File: config.mk
export PLATFORM = sky130hd
export DESIGN_NAME = keypad_scanner
export DESIGN_NICKNAME = d
export VERILOG_FILES = /design/src/rtl/keypad_scanner.sv
export SDC_FILE = /design/constraint.sdc
export NUM_CORES = 1
export LEC_CHECK = 0
export BUFFER_PORTS_ARGS = -buffer_cell sky130_fd_sc_hd__buf_2
export CORE_AREA = 3 3 44 85
export DETAILED_ROUTE_END_ITERATION = 10
export DIE_AREA = 0 0 47 88
export HOLD_SLACK_MARGIN = 0.15
export PLACE_DENSITY = 0.89
export SLEW_MARGIN = 5
export SYNTH_ARGS = -nofsm -noshare
export SYNTH_HDL_FRONTEND = slang
export SYNTH_SLANG_ARGS = --single-unit
File: constraint.sdc
create_clock -name clk -period 5.37 [get_ports clk]
set_clock_uncertainty 0.2 [all_clocks]
set_input_delay 0.8055 -clock clk [delete_from_list [all_inputs] [get_ports clk]]
set_output_delay 0.8055 -clock clk [all_outputs]
set_load 0.01 [all_outputs]
File: src/rtl/keypad_scanner.sv
// 4x4 matrix keypad scanner: column drive, row synchronisation, press/release
// debounce and hex key code output for a seven-segment decoder.
module keypad_scanner #(
  parameter int unsigned SCAN_DIV     = 1000,
  parameter int unsigned DEBOUNCE_CNT = 8
) (
  input  logic       clk,
  input  logic       rst_n,
  input  logic [3:0] row_in,
  output logic [3:0] col_out,
  output logic [3:0] key_code,
  output logic       key_valid,
  output logic       key_held
);

  localparam int unsigned PW = (SCAN_DIV > 1) ? $clog2(SCAN_DIV) : 1;
  localparam int unsigned CW = $clog2(DEBOUNCE_CNT + 1);

  typedef enum logic [1:0] {
    SCAN     = 2'd0,
    DEBOUNCE = 2'd1,
    HELD     = 2'd2,
    RELEASE  = 2'd3
  } state_t;

  logic [3:0]    row_meta;
  logic [3:0]    row_sync;
  logic [PW-1:0] presc;
  logic          sample_c;
  state_t        state;
  state_t        state_nxt;
  logic [1:0]    col_idx;
  logic [1:0]    col_idx_nxt;
  logic [1:0]    cand_row;
  logic [1:0]    cand_row_nxt;
  logic [CW-1:0] cnt;
  logic [CW-1:0] cnt_nxt;
  logic [CW-1:0] cnt_inc;
  logic [3:0]    key_code_nxt;
  logic          key_valid_nxt;
  logic          key_held_nxt;
  logic          any_low_c;
  logic [1:0]    win_row_c;
  logic          cand_high_c;

  // Hex code for a (row, column) position on the keypad.
  function automatic logic [3:0] map_code(input logic [1:0] r, input logic [1:0] c);
    map_code = 4'h0;
    case ({r, c})
      4'b00_00: map_code = 4'h1;
      4'b00_01: map_code = 4'h2;
      4'b00_10: map_code = 4'h3;
      4'b00_11: map_code = 4'hA;
      4'b01_00: map_code = 4'h4;
      4'b01_01: map_code = 4'h5;
      4'b01_10: map_code = 4'h6;
      4'b01_11: map_code = 4'hB;
      4'b10_00: map_code = 4'h7;
      4'b10_01: map_code = 4'h8;
      4'b10_10: map_code = 4'h9;
      4'b10_11: map_code = 4'hC;
      4'b11_00: map_code = 4'hE;
      4'b11_01: map_code = 4'h0;
      4'b11_10: map_code = 4'hF;
      4'b11_11: map_code = 4'hD;
      default:  map_code = 4'h0;
    endcase
  endfunction

  // Two-flop synchroniser for the asynchronous row inputs (idle = pulled up).
  always_ff @(posedge clk or negedge rst_n) begin
    if (!rst_n) begin
      row_meta <= 4'hF;
      row_sync <= 4'hF;
    end else begin
      row_meta <= row_in;
      row_sync <= row_meta;
    end
  end

  // Column dwell prescaler; its terminal count is the row sample point.
  always_ff @(posedge clk or negedge rst_n) begin
    if (!rst_n) begin
      presc <= '0;
    end else if (sample_c) begin
      presc <= '0;
    end else begin
      presc <= presc + PW'(1);
    end
  end

  assign sample_c = (presc == PW'(SCAN_DIV - 1));

  // Lowest-index low row wins when several rows are pressed together.
  always_comb begin
    any_low_c = ~&row_sync;
    win_row_c = 2'd3;
    if (!row_sync[0]) begin
      win_row_c = 2'd0;
    end else if (!row_sync[1]) begin
      win_row_c = 2'd1;
    end else if (!row_sync[2]) begin
      win_row_c = 2'd2;
    end
  end

  assign cand_high_c = row_sync[cand_row];
  assign cnt_inc     = cnt + CW'(1);

  // Next-state and next-output logic; every transition waits for a sample point.
  always_comb begin
    state_nxt     = state;
    col_idx_nxt   = col_idx;
    cand_row_nxt  = cand_row;
    cnt_nxt       = cnt;
    key_code_nxt  = key_code;
    key_valid_nxt = 1'b0;
    key_held_nxt  = key_held;
    if (sample_c) begin
      case (state)
        SCAN: begin
          if (any_low_c) begin
            cand_row_nxt = win_row_c;
            cnt_nxt      = CW'(1);
            if (DEBOUNCE_CNT <= 1) begin
              key_code_nxt  = map_code(win_row_c, col_idx);
              key_valid_nxt = 1'b1;
              key_held_nxt  = 1'b1;
              state_nxt     = HELD;
            end else begin
              state_nxt = DEBOUNCE;
            end
          end else begin
            col_idx_nxt = col_idx + 2'd1;
          end
        end
        DEBOUNCE: begin
          if (any_low_c && (win_row_c == cand_row)) begin
            cnt_nxt = cnt_inc;
            if (cnt_inc == CW'(DEBOUNCE_CNT)) begin
              key_code_nxt  = map_code(cand_row, col_idx);
              key_valid_nxt = 1'b1;
              key_held_nxt  = 1'b1;
              state_nxt     = HELD;
            end
          end else begin
            cnt_nxt     = '0;
            col_idx_nxt = col_idx + 2'd1;
            state_nxt   = SCAN;
          end
        end
        HELD: begin
          if (cand_high_c) begin
            cnt_nxt = CW'(1);
            if (DEBOUNCE_CNT <= 1) begin
              key_held_nxt = 1'b0;
              cnt_nxt      = '0;
              col_idx_nxt  = col_idx + 2'd1;
              state_nxt    = SCAN;
            end else begin
              state_nxt = RELEASE;
            end
          end
        end
        RELEASE: begin
          if (cand_high_c) begin
            cnt_nxt = cnt_inc;
            if (cnt_inc == CW'(DEBOUNCE_CNT)) begin
              key_held_nxt = 1'b0;
              cnt_nxt      = '0;
              col_idx_nxt  = col_idx + 2'd1;
              state_nxt    = SCAN;
            end
          end else begin
            cnt_nxt   = '0;
            state_nxt = HELD;
          end
        end
        default: begin
          state_nxt = SCAN;
        end
      endcase
    end
  end

  // State and registered outputs; column drive is decoded from the next index.
  always_ff @(posedge clk or negedge rst_n) begin
    if (!rst_n) begin
      state     <= SCAN;
      col_idx   <= 2'd0;
      cand_row  <= 2'd0;
      cnt       <= '0;
      col_out   <= 4'b1110;
      key_code  <= 4'h0;
      key_valid <= 1'b0;
      key_held  <= 1'b0;
    end else begin
      state     <= state_nxt;
      col_idx   <= col_idx_nxt;
      cand_row  <= cand_row_nxt;
      cnt       <= cnt_nxt;
      col_out   <= ~(4'b0001 << col_idx_nxt);
      key_code  <= key_code_nxt;
      key_valid <= key_valid_nxt;
      key_held  <= key_held_nxt;
    end
  end

endmodule

# ---- After elaboration in Yosys (flattened, before gate mapping)
# Memories as Yosys holds them, arrays and structs flattened. A register that Yosys moved wholly into a read port is not among the register bits.
# Cells that the tools add are included.
dict set report classes {
  bitwise_logic 2
  addsub 3
  n_reduce_logical 11
  mux 34
  n_shift 1
  eq_ne 14
  order_cmp 1
}
# cell count
set op_table {}
lappend op_table {{2-bit 2-to-1 mux} 13}
lappend op_table {{4-bit 2-to-1 mux} 5}
lappend op_table {{4-bit one-hot mux with 4 select lines} 1}
lappend op_table {{2-bit != test (second input constant)} 6}
lappend op_table {{10-bit by 1-bit adder with 10-bit output (second input constant)} 1}
lappend op_table {{10-bit == test (second input constant)} 1}
lappend op_table {{1-bit 2-to-1 mux} 10}
lappend op_table {{10-bit 2-to-1 mux} 1}
lappend op_table {{2-bit one-hot mux with 4 select lines} 1}
lappend op_table {{4-bit AND reduction} 2}
lappend op_table {{3-bit != test (second input constant)} 2}
lappend op_table {{2-bit one-hot mux with 3 select lines} 1}
lappend op_table {{3-bit AND reduction} 2}
lappend op_table {{6-bit AND reduction} 1}
lappend op_table {{5-bit AND reduction} 1}
lappend op_table {{4-bit by 1-bit adder with 4-bit output (second input constant)} 1}
lappend op_table {{2-bit == test (second input constant)} 2}
lappend op_table {{4-bit == test (second input constant)} 1}
lappend op_table {{4-bit inverter} 1}
lappend op_table {{1-bit by 2-bit left shift with 4-bit output (first input constant)} 1}
lappend op_table {{2-bit by 3-bit less-than comparator with 1-bit output (second input constant)} 1}
lappend op_table {{2-bit by 1-bit adder with 2-bit output (second input constant)} 1}
lappend op_table {{1-bit binary-select mux with 2-bit select} 1}
lappend op_table {{2-bit by 1-bit == test with 1-bit output (second input constant)} 1}
lappend op_table {{other kinds (7)} 8}
dict set report word_totals {
  output_inout_bits 10
  inputBits 6
  rom_bits 64
  word_cells 77
  regBits 34
  memories 1
}
# memory depth width rd rd_ports_with_merged_regs write_ports line_no
set mem_list {}
lappend mem_list {{(name not given)} 16 4 1 1 0 49} ;# case ({r, c})

# ---- Logic depth before layout (Yosys ltp)
# Gate-level depths: netlist of run 1.
dict set report logic_depth {
  ltp_word 10
  mapped_depth 8
}

# ---- Worst setup path after synthesis of run 1
# Ideal clock, no wire load.
dict set report synth_path {
  path_kind {reg2reg}
  start {reg presc[0]}
  end {reg key_code[0]}
  arrival_ns 1.840
  path_stages_with_launch 8
  n_path_buf 0
  synth_period_minus_slack_ns 2.165
  required_ns 5.045
  path_slack_ns 3.205
  cell_sequence {dfrtp_1 -> ha_1 -> nand4_2 -> nor4_4 -> nand2_2 -> nor2_2 -> nand2_1 -> mux2_2}
}
dict set report synth_via {
  elab_chain_len 2
}
# element line_no
set synth_rtl {}
lappend synth_rtl {{from (decl)} 28} ;# logic [PW-1:0] presc;
lappend synth_rtl {{from (signal assigned)} 88} ;# presc <= presc + PW'(1);
lappend synth_rtl {{10-bit == test} 92} ;# assign sample_c = (presc == PW'(SCAN_DIV - 1));
lappend synth_rtl {{4-bit AND reduction (no source line)} n/a}
lappend synth_rtl {{to (decl)} 11} ;# output logic [3:0] key_code,
# No other way between the ends.
# A chain may end at the register's enable or synchronous reset.

# ---- Worst setup path after layout of run 1
dict set report layout_path {
  start {reg presc[0]}
  end {reg key_code[1]}
}
# Same word-level chain as after synthesis.

==> impl_results.md, run 1 <==
* Status: completed
* Setup Fix Bufs, Post-CTS at 0
* Pin count of the biggest net entering global routing at 39
* Crit share post-route at 0.507
* Wire per inst at between 10 and 15 µm
* Hold buffers post-CTS at 0
* Via/cell ratio at approximately 6
* Clock sink count at 38
* P_leak at approximately 0.96 nW
* Starting Density at 0.602
* Relative slew slack at 0.462
* Top-level I/O count at 16
* Final Util at 0.655
* Placed Cells at between 200 and 250
* Post-DP Area at ~0.0020 mm²
* TritonCTS Buffers at 5
* Number of DRC markers in iteration 0 at 35
* Share of cells above drive strength 1 at 0.201
* Die Area at between 0.004 and 0.005 mm²
* WS Path Type: reg2reg
* Global-route wire length before repair at between 5 and 6 mm
* Avg Synthesized Cell Area at 10.3 µm²
* Sequential area share after synthesis at 0.502
* Antenna violations before repair at 0
* Final Setup Violations at 0
* RD Place Congestion at around 0.88
* Die height at between 80 and 90 µm
* Register area at 965 µm²
* Crit path required time at between 5 and 6 ns
* Clk_lat worst skew at ~0.29 ns
* Number of synthesized register bits at 38
* Core Area at between 0.003 and 0.004 mm²
* Min-Delay Path Class: reg2reg
* MaxCap Viol Count at 0
* Vias in the first global route at roughly 1400
* Max IR drop VDD at about 0.00025 V
* Fillers at between 200 and 300
* Hold slack at 0.149 ns
* Post-route DRC violation count at 0
* Final WL at roughly 3.5 mm
* Die W at 47 µm
* Antenna Violating Nets Remaining at 0
* Final hold violations at 0
* Final Max Slew Viols at 0
* RSZ-0062 raised after global routing: no
* Syn Nets at 201
* CP Launch Type: flip-flop
* Post-synth ARST share at 1.00
* Final setup TNS at 0 ns
* Post-synth EDFFs at 0
* Power Dens Cells at around 230 mW/mm²
* Worst-path clk slew at about 0.07 ns
* TritonCTS clock tree: built
* Max Root-Sink Buffers at 2
* Final Critical Period at roughly 2.7 ns
* Synth Instances at between 150 and 200
* ANT cells at 0
* Fmax at 367 MHz
* First-pass DRT Iterations at 4
* Vias after detailed routing at between 1000 and 1500
* Final HPWL DP at 2.59 mm
* Final instance count without filler cells at roughly 240
* Area of the mapped netlist at roughly 0.0019 mm²
* All-Layer GR Usage at 0.205
* Total gr overflow at 0
* CP arrival at between 2 and 3 ns
* Worst Tran Pin Value at roughly 0.8 ns
* Post-synth cell types at between 40 and 50
* Input/output buffers at 15
* Top_reg_cell synth: dfrtp_1
* Multi-input gate area at roughly 900 µm²
* Area Growth Syn to Fin at 8.85%
* Clk root buf: clkbuf_8
* Crit Path Max Fanout at 17
* Synth warn at 0
* Post-CTS Resized at 0
* Design Area, Final at ~0.0021 mm²
* CTS H-tree depth at 2
* NumNets Final at 217
* Row cnt at 29
* Worst setup EP type: flip-flop
* Most common cell after layout, fill and taps aside: dfrtp_1
* Most frequent cells in the layout: 27 x dfrtp_1, 20 x nand2_1, 15 x buf_2
[metrics by stage]
step / worst slack, ns / total power, mW
detailed placement: 2.64 / 0.311
global placement: 2.74 / 0.311
finish: 2.65 / 0.490
floorplan: 3.21 / 0.303
CTS: 2.62 / 0.495
global route: 2.42 / 0.506
[synth_stat cells, types with 3 or more instances]
| cell | instances | share of area |
|---|---|---|
| mux2i_1 | 5 | 0.026 |
| nand2_1 | 20 | 0.039 |
| nor3_1 | 3 | 0.0078 |
| nor2_1 | 13 | 0.025 |
| a21oi_1 | 9 | 0.023 |
| o21ai_0 | 14 | 0.036 |
| dfrtp_1 | 27 | 0.35 |
| dfstp_2 | 11 | 0.15 |
| inv_1 | 13 | 0.025 |
| clkbuf_1 | 4 | 0.0078 |
| ha_1 | 8 | 0.052 |
| nand3_1 | 9 | 0.023 |
| xor2_1 | 4 | 0.018 |
| xnor2_1 | 4 | 0.018 |
[routing by layer]
metal	routed length (µm)	track usage
met1	1250	0.195
met2	1980	0.358
met3	74	0.0535
met4	156	0.136
met5	0	0
[flip-flops by register name, summed over array words and instances (netlist names)]
| name | cells |
|---|---|
| cnt | 4 |
| key_code | 4 |
| state | 2 |
| cand_row | 2 |
| col_out | 4 |
| col_idx | 2 |
| row_meta | 4 |
| key_held | 1 |
| presc | 10 |
| row_sync | 4 |
| key_valid | 1 |
[cell type report]
class,instances,share of cell area
clock buffer,8,0.0383
inverter,13,0.0233
multi-input combinational,130,0.423
sequential,38,0.461
tap,31,0.0185
timing repair buffer,15,0.0359
[report_power, final]
part | total [mW] | switching [mW] | internal, mW
Clock | 0.184 | 0.0919 | 0.0921
Combinational | 0.0113 | 0.00818 | 0.00313
Sequential | 0.295 | 0.00269 | 0.292
[path summary, 6_finish.rpt]
check | start | to | slack (ns) | depth (start not counted)
min in group asynchronous | rst_n | cnt[2] | 0.39 | 1
max in group asynchronous | rst_n | col_out[0] | 4.06 | 1
worst max register to register | presc[0] | key_code[1] | 2.65 | 7
worst min-delay path | row_meta[1] | row_sync[1] | 0.15 | 0
worst max-delay path | presc[0] | key_code[1] | 2.65 | 7
worst min register to register | row_meta[1] | row_sync[1] | 0.15 | 0
[critical path, stage by stage (launching register included)]
cell	delay [ns]
dfrtp_1	0.38
ha_1	0.26
nand4_2	0.16
nor4_4	0.70
nand2_2	0.18
nor2_2	0.24
nand2_1	0.18
mux2_2	0.32
[kinds of logic (layout without fill, tap and decap cells)]
logic type / Yosys count / after routing / synth area share
multiplexers: 9 / 9 / 0.0612
adder cells (fa/ha/maj): 8 / 8 / 0.0521
flip-flops: 38 / 38 / 0.502
buffers and inverters: 19 / 36 / 0.0378
AO/OA/AOI/OAI: 37 / 37 / 0.122
AND/OR/NAND/NOR: 68 / 68 / 0.189
XOR/XNOR: 8 / 8 / 0.0365
(Power assumes the default switching activity.)
==> run 2: changes to the inputs <==
--- a/config.mk
+++ b/config.mk
@@ -5,12 +5,13 @@
 export SDC_FILE = /design/constraint.sdc
 export NUM_CORES = 1
 export LEC_CHECK = 0
+export ABC_AREA = 1
 export BUFFER_PORTS_ARGS = -buffer_cell sky130_fd_sc_hd__buf_2
-export CORE_AREA = 3 3 44 85
+export CORE_AREA = 3 3 46 89
 export DETAILED_ROUTE_END_ITERATION = 10
-export DIE_AREA = 0 0 47 88
+export DIE_AREA = 0 0 49 92
 export HOLD_SLACK_MARGIN = 0.15
-export PLACE_DENSITY = 0.89
+export PLACE_DENSITY = 0.85
 export SLEW_MARGIN = 5
 export SYNTH_ARGS = -nofsm -noshare
 export SYNTH_HDL_FRONTEND = slang
==> constraint.sdc (replaced) <==
create_clock -name clk -period 2.8 [get_ports clk]
set_clock_uncertainty 0.2 [all_clocks]
set_input_delay 0.42 -clock clk [delete_from_list [all_inputs] [get_ports clk]]
set_output_delay 0.42 -clock clk [all_outputs]
set_load 0.01 [all_outputs]
==> run 2 against run 1 <==
  * Flip-flop and latch count did not move
  * Hold slack improved by 0.0079 ns
  * Global-route usage fell by 0.92 points
  * Area after synthesis rose by 4.2%
  * Combinational power rose to 2.6 times the previous value
  * Sequential power rose by 91%
==> impl_results.md, run 2 <==
* Crit path max-delay family: simple AND/OR/NAND/NOR gates
* Final instance count without filler cells at 314 (+34%)
* Most frequent cells in the layout: 59 x nand2_1, 28 x inv_1, 27 x dfrtp_1
* Relative slew slack at 0.470 (+0.00820)
* RR Endpoint: col_out[0]
* Worst setup startpoint: cnt[0]
* Crit-path max cell delay at 0.44 ns (-0.26 ns)
* MaxCap Viol Count at 0 (unchanged)
* TritonCTS clock tree: built
* Critical path depth at 9 (+2)
* Clk network pwr share at 0.490 (+0.114)
* Post-synth cell types at 28 (-39%)
* All-Layer GR Usage at 0.196 (-0.00917)
* Crit Reg-Reg Startpoint: cnt[0]
* Top cells by instance count after synthesis: 59 x nand2_1, 28 x inv_1, 27 x dfrtp_1, 20 x nor2_1, 19 x nand3_1
* CP arrival at 1.88 ns (-0.83 ns)
* Fillers at 305 (+15%)
* Number of synthesized register bits at 38 (unchanged)
* Die height at 92 µm (+4.5%)
* Synth Instances at 240 (+28%)
* Cell internal pwr at 950 µW (+150%)
* Reg power frac at 0.484 (-0.117)
* Share of cells above drive strength 1 at 0.241 (+0.0396)
* Most common cell after layout, fill and taps aside: nand2_1
* ANT cells at 0 (unchanged)
* Syn Nets at 254 (+26%)
* Synth warn at 0 (unchanged)
* CP Launch Type: flip-flop
* Crit share post-route at 0.680 (+0.173)
* Logic pwr share at 0.025 (+0.002)
* WS Path Type: reg2reg
* Slowest cell on the critical path: dfrtp_1
* Die Area at 0.00451 mm² (+9.0%)
* Antenna Violating Nets Remaining at 0 (unchanged)
* RSZ-0062 raised after global routing: no
* Synth top area share at 0.337 (-0.0143)
* Crit Path Max Fanout at 7 (-10)
* Status: completed
* Final HPWL DP at 2.87 mm (+11%)
* Die W at 49 µm (+4.3%)
* Placed Cells at 301 (+33%)
* Vias after detailed routing at 1645 (+18%)
* NetSw at 212 µW (+110%)
* Top_reg_cell synth: dfrtp_1
* Post-route DRC violation count at 0 (unchanged)
* Min-Delay Path Class: reg2reg
* NumNets Final at 279 (+29%)
* Buffers and inverters on the worst path at 0 (unchanged)
* Final hold violations at 0 (unchanged)
* Final setup TNS at 0 ns (unchanged)
* Clk root buf: clkbuf_8
* Area of the mapped netlist at 0.00200 mm² (+4.2%)
* Top-level I/O count at 16 (unchanged)
* Crit path required time at 2.77 ns (-2.58 ns)
* Sequential area share after synthesis at 0.482 (-0.0204)
* Avg Synthesized Cell Area at 8.35 µm² (-19%)
* Post-synth EDFFs at 0 (unchanged)
* Clock sink count at 38 (unchanged)
* Setup Fix Bufs, Post-CTS at 0 (unchanged)
* Crit path capture: col_out[0]
* Input/output buffers at 15 (unchanged)
* Via/cell ratio at 5.24 (-12%)
* Antenna violations before repair at 0 (unchanged)
* First-pass DRT Iterations at 4 (unchanged)
* R2R Setup Slk at 0.90 ns (-1.75 ns)
* TritonCTS Buffers at 5 (unchanged)
* Max Root-Sink Buffers at 2 (unchanged)
* Worst setup EP type: flip-flop
* Number of DRC markers in iteration 0 at 45 (+29%)
* CTS H-tree depth at 2 (unchanged)
* Synth top area cells: dfrtp_1 34%, dfstp_2 14%, nand2_1 11%
* Fmax at 525 MHz (+43%)
* R2R depth at 9 (+2)
* Power Dens Cells at 503 mW/mm² (+110%)
* Cell with the most instances after synthesis: nand2_1
* Core Area at 0.00349 mm² (+9.3%)
* Post-synth ARST share at 1.00 (unchanged)
* Starting Density at 0.574 (-0.0280)
* Area Growth Syn to Fin at 15.2%
* Final Max Slew Viols at 0 (unchanged)
* Final Critical Period at 1.90 ns (-0.819 ns)
* Row cnt at 30 (+3.4%)
* RD Place Congestion at 0.927 (+5.9%)
* Sw Share at 0.182 (-0.0275)
* Worst Tran Pin Value at 0.795 ns (-0.00628 ns)
* Final WL at 3.92 mm (+13%)
* Final Setup Violations at 0 (unchanged)
* Total gr overflow at 0 (unchanged)
* Global-route wire length before repair at 6.78 mm (+13%)
* Max IR drop VDD at 0.000575 V (+130%)
* Clk_lat worst skew at 0.29 ns (about the same)
* Critical path, cell by cell: ha_1 > nand2_1 > nand3_1 > nor2_4 > nand2_1 > nand2_1 > nand4_1 > nand2_2 > nand3_1
* Area leader, netlist: dfrtp_1
* P_leak at 1.18 nW (+24%)
* Vias in the first global route at 1671 (+16%)
* Worst-path clk slew at 0.07 ns (about the same)
* Most flops, register: presc
* Worst path most repeated cell: nand2_1
* Wire per inst at 12.5 µm (-15%)
* Pin count of the biggest net entering global routing at 39 (unchanged)
* Number of flip-flops in the largest register at 10 (unchanged)
==> run 2: power groups by stage <==
stage,combinational (mW),clock [mW],sequential (mW)
after global routing,0.0336,0.601,0.563
after floorplan,0.00926,0,0.572
after CTS,0.0299,0.578,0.563
after global placement,0.0242,0,0.572
final,0.0294,0.569,0.562
after detailed placement,0.0245,0,0.573
==> run 2: how the worst min path moves through the flow <==
| stage | cells past startpoint | start | endpoint |
|---|---|---|---|
| after floorplan | 0 | rst_n | cand_row[0] |
| after global routing | 0 | row_meta[2] | row_sync[2] |
| after global placement | 0 | row_meta[1] | row_sync[1] |
| final | 0 | row_meta[0] | row_sync[0] |
| after detailed placement | 0 | row_meta[2] | row_sync[2] |
| after CTS | 0 | row_meta[2] | row_sync[2] |
==> run 2: final cells by class <==
| type | count | area, µm² | share of cell area |
|---|---|---|---|
| Clock buffer | 6 | 82.6 | 0.0358 |
| Inverter | 36 | 143 | 0.0618 |
| Clock inverter | 2 | 60.1 | 0.0260 |
| Tap cell | 48 | 60.1 | 0.0260 |
| Multi-Input combinational cell | 164 | 873 | 0.378 |
| Timing Repair Buffer | 20 | 125 | 0.0542 |
| Sequential cell | 38 | 965 | 0.418 |
==> run 2: through the flow <==
stage               power [mW]  setup WS, ns  instance area [µm²]  hold WS [ns]  utilization
finish                    1.16         0.896                 2310         0.157        0.661
global route              1.20         0.727                 2310         0.163        0.661
CTS                       1.17         0.909                 2310         0.158        0.661
detailed placement       0.597         0.918                 2120         0.147        0.606
global placement         0.596         0.973                 2120         0.145        0.606
floorplan                0.581          1.09                 2000       -0.0756            -
==> run 2: what timing repair did <==
action	in CTS	in global routing
hold buffers	5	0
gates resized for setup	0	0
hold endpoints to repair	31	0
==> run 2: logic make-up after synthesis <==
kind of cell,synth area share
buffers and inverters,0.0824
flip-flops,0.482
AO/OA/AOI/OAI,0.0618
XOR/XNOR,0.0131
adder cells (fa/ha/maj),0.0500
AND/OR/NAND/NOR,0.311
==> run 2: routing by layer <==
metal / track usage / vias up / part of all wire
met5: 0 / - / 0
met4: 0.140 / 0 / 0.051
met3: 0.0325 / 18 / 0.030
met2: 0.382 / 40 / 0.57
met1: 0.170 / 782 / 0.35
li1: - / 805 / -
==> run 3: changes to the inputs <==
--- a/config.mk
+++ b/config.mk
@@ -5,11 +5,11 @@
 export SDC_FILE = /design/constraint.sdc
 export NUM_CORES = 1
 export LEC_CHECK = 0
-export ABC_AREA = 1
+export ABC_AREA = 0
 export BUFFER_PORTS_ARGS = -buffer_cell sky130_fd_sc_hd__buf_2
-export CORE_AREA = 3 3 46 89
+export CORE_AREA = 3 3 45 88
 export DETAILED_ROUTE_END_ITERATION = 10
-export DIE_AREA = 0 0 49 92
+export DIE_AREA = 0 0 48 91
 export HOLD_SLACK_MARGIN = 0.15
 export PLACE_DENSITY = 0.85
 export SLEW_MARGIN = 5
==> constraint.sdc (replaced) <==
create_clock -name clk -period 1.8 [get_ports clk]
set_clock_uncertainty 0.2 [all_clocks]
set_input_delay 0.27 -clock clk [delete_from_list [all_inputs] [get_ports clk]]
set_output_delay 0.27 -clock clk [all_outputs]
set_load 0.01 [all_outputs]
==> run 3 against run 2 <==
  * The flow now finishes with violations (negative setup slack)
  * Register-to-register slack lost 1.3 ns
  * Worst setup slack lost 1.3 ns
  * Core utilization grew 20 points
  * Hold slack lost 0.00086 ns
  * Final cell count shrank 4.1%
  * Via count grew 7.0%
  * Count of clock-buffer cells in the layout is the same
  * Total power grew 36%
  * First-iteration DRC count shrank 29%
  * Critical path type unchanged
  * Largest cell class is now multi-input combinational cells
==> impl_results.md, run 3 (synthesis gave the netlist of run 1 again) <==
* Status: finished, violations left
* Violated checks: negative setup slack
* Die Area at 0.00437 mm² (-3.1%)
* Die W at 48 µm (-2.0%)
* Relative slew slack at 0.672 (+0.203)
* TritonCTS Buffers at 5 (unchanged)
* Die height at 91 µm (-1.1%)
* Most frequent cells in the layout: 47 x buf_4, 25 x dfrtp_1, 15 x nand2_1, 15 x buf_2, 12 x inv_1
* Fillers at 153 (-50%)
* Most common cell after layout, fill and taps aside: buf_4
* Antenna violations before repair at 0 (unchanged)
* Area Growth Syn to Fin at 51.2%
* P_leak at 1.34 nW (+13%)
* Input/output buffers at 15 (unchanged)
* Final Max Slew Viols at 0 (unchanged)
* Clk_lat worst skew at 0.29 ns (about the same)
* Pre-CTS setup slack at -0.258 ns (-1.18 ns)
* Final HPWL DP at 3.15 mm (+9.6%)
* Crit share post-route at 1.21 (+0.528)
* Final instance count without filler cells at 301 (-4.1%)
* Worst Slack Setup Final at -0.375 ns (-1.27 ns)
* RD Place Congestion at 0.919 (-0.87%)
* Core Area at 0.00338 mm² (-3.2%)
* Pin count of the biggest net entering global routing at 21 (-46%)
* Vias in the first global route at 1862 (+11%)
* Total gr overflow at 0 (unchanged)
* Clk root buf: clkbuf_8
* Final Critical Period at 2.18 ns (+0.271 ns)
* Max IR drop VDD at 0.000674 V (+17%)
* Placed Cells at 269 (-11%)
* Final hold violations at 0 (unchanged)
* CP Launch Type: flip-flop
* MaxCap Viol Count at 0 (unchanged)
* Fmax at 460 MHz (-12%)
* Crit Path Max Fanout at 5 (-2)
* Worst setup EP type: flip-flop
* Power Dens Cells at 542 mW/mm² (+7.8%)
* Final WL at 5.76 mm (+47%)
* Crit path required time at 1.82 ns (-0.95 ns)
* WS Path Type: reg2reg
* RSZ-0062 raised after global routing: yes
* Wire per inst at 19.1 µm (+53%)
* Top-level I/O count at 16 (unchanged)
* Post-route DRC violation count at 0 (unchanged)
* Number of DRC markers in iteration 0 at 32 (-29%)
* Hold slack at 0.156 ns (-0.000860 ns)
* Via/cell ratio at 5.85 (+12%)
* CTS H-tree depth at 2 (unchanged)
* Starting Density at 0.569 (-0.00495)
* First-pass DRT Iterations at 4 (unchanged)
* Most flops, register: presc
* Register area at 967 µm² (+0.26%)
* CP arrival at 2.20 ns (+0.32 ns)
* Number of flip-flops in the largest register at 10 (unchanged)
* Max Root-Sink Buffers at 2 (unchanged)
* TritonCTS clock tree: built
* ANT cells at 0 (unchanged)
* Final Setup Violations at 23 (+23)
* Multi-input gate area at 0.00111 mm² (+27%)
* Clock sink count at 38 (unchanged)
* Share of cells above drive strength 1 at 0.517 (+0.276)
* Worst Tran Pin Value at 0.491 ns (-0.304 ns)
* Global-route wire length before repair at 8.40 mm (+24%)
* Antenna Violating Nets Remaining at 0 (unchanged)
* Min-Delay Path Class: reg2reg
* Row cnt at 30 (unchanged)
* Worst-path clk slew at 0.07 ns (about the same)
* All-Layer GR Usage at 0.268 (+0.0720)
* NumNets Final at 282 (+1.1%)
* Vias after detailed routing at 1760 (+7.0%)
==> run 3: layout make-up <==
cell class	count	share of cell area
Sequential cell	38	0.333
Clock inverter	2	0.00431
Multi-Input combinational cell	130	0.383
Tap cell	32	0.0138
Clock buffer	6	0.0284
Timing Repair Buffer	80	0.221
Inverter	13	0.0168
==> run 3: worst paths after layout <==
path,from,slack [ns],cells past startpoint,end
worst max-delay path,presc[1],-0.38,7,col_out[1]
min in group asynchronous,rst_n,0.26,2,cnt[1]
worst max register to register,presc[1],-0.38,7,col_out[1]
worst min-delay path,row_meta[1],0.16,0,row_sync[1]
max in group asynchronous,rst_n,0.59,3,row_meta[0]
worst min register to register,row_meta[1],0.16,0,row_sync[1]
==> run 3: through the flow <==
step	TNS, ns	total power [mW]	utilization	area, µm²
after global routing	-6.45	1.63	0.860	2910
after floorplan	-1.60	0.909	-	2010
after global placement	-2.59	0.950	0.712	2410
after detailed placement	-3.24	0.953	0.712	2410
after CTS	-3.45	1.57	0.800	2700
final	-5.00	1.58	0.860	2910
==> run 3: critical path: stages (launching register included) <==
cell	delay (ns)
dfrtp_1	0.40
ha_4	0.17
nand4_4	0.12
nor4_4	0.28
o21ai_0	0.22
a21oi_1	0.30
nand3_2	0.16
or2_1	0.25
==> run 3: report_power, final <==
group          total [mW]  internal, mW  leakage, nW  switching, mW
sequential          0.879         0.870        0.475        0.00893
clock               0.612         0.308       0.0472          0.305
combinational      0.0836        0.0416        0.814         0.0420
total                1.58          1.22         1.34          0.355
==> run 3: per-layer routing <==
layer	share of wire	GRT usage	vias up
li1	-	-	815
met1	0.34	0.267	858
met2	0.57	0.461	60
met3	0.035	0.0476	27
met4	0.054	0.166	0
met5	0	0	-
==> run 3: timing repair <==
action	4_1_cts	5_1_grt
setup endpoints to repair	19	22
hold buffers	5	0
endpoints found under the hold margin	34	0
pin swaps	11	15
gates resized for setup	18	37
buffers inserted	12	12
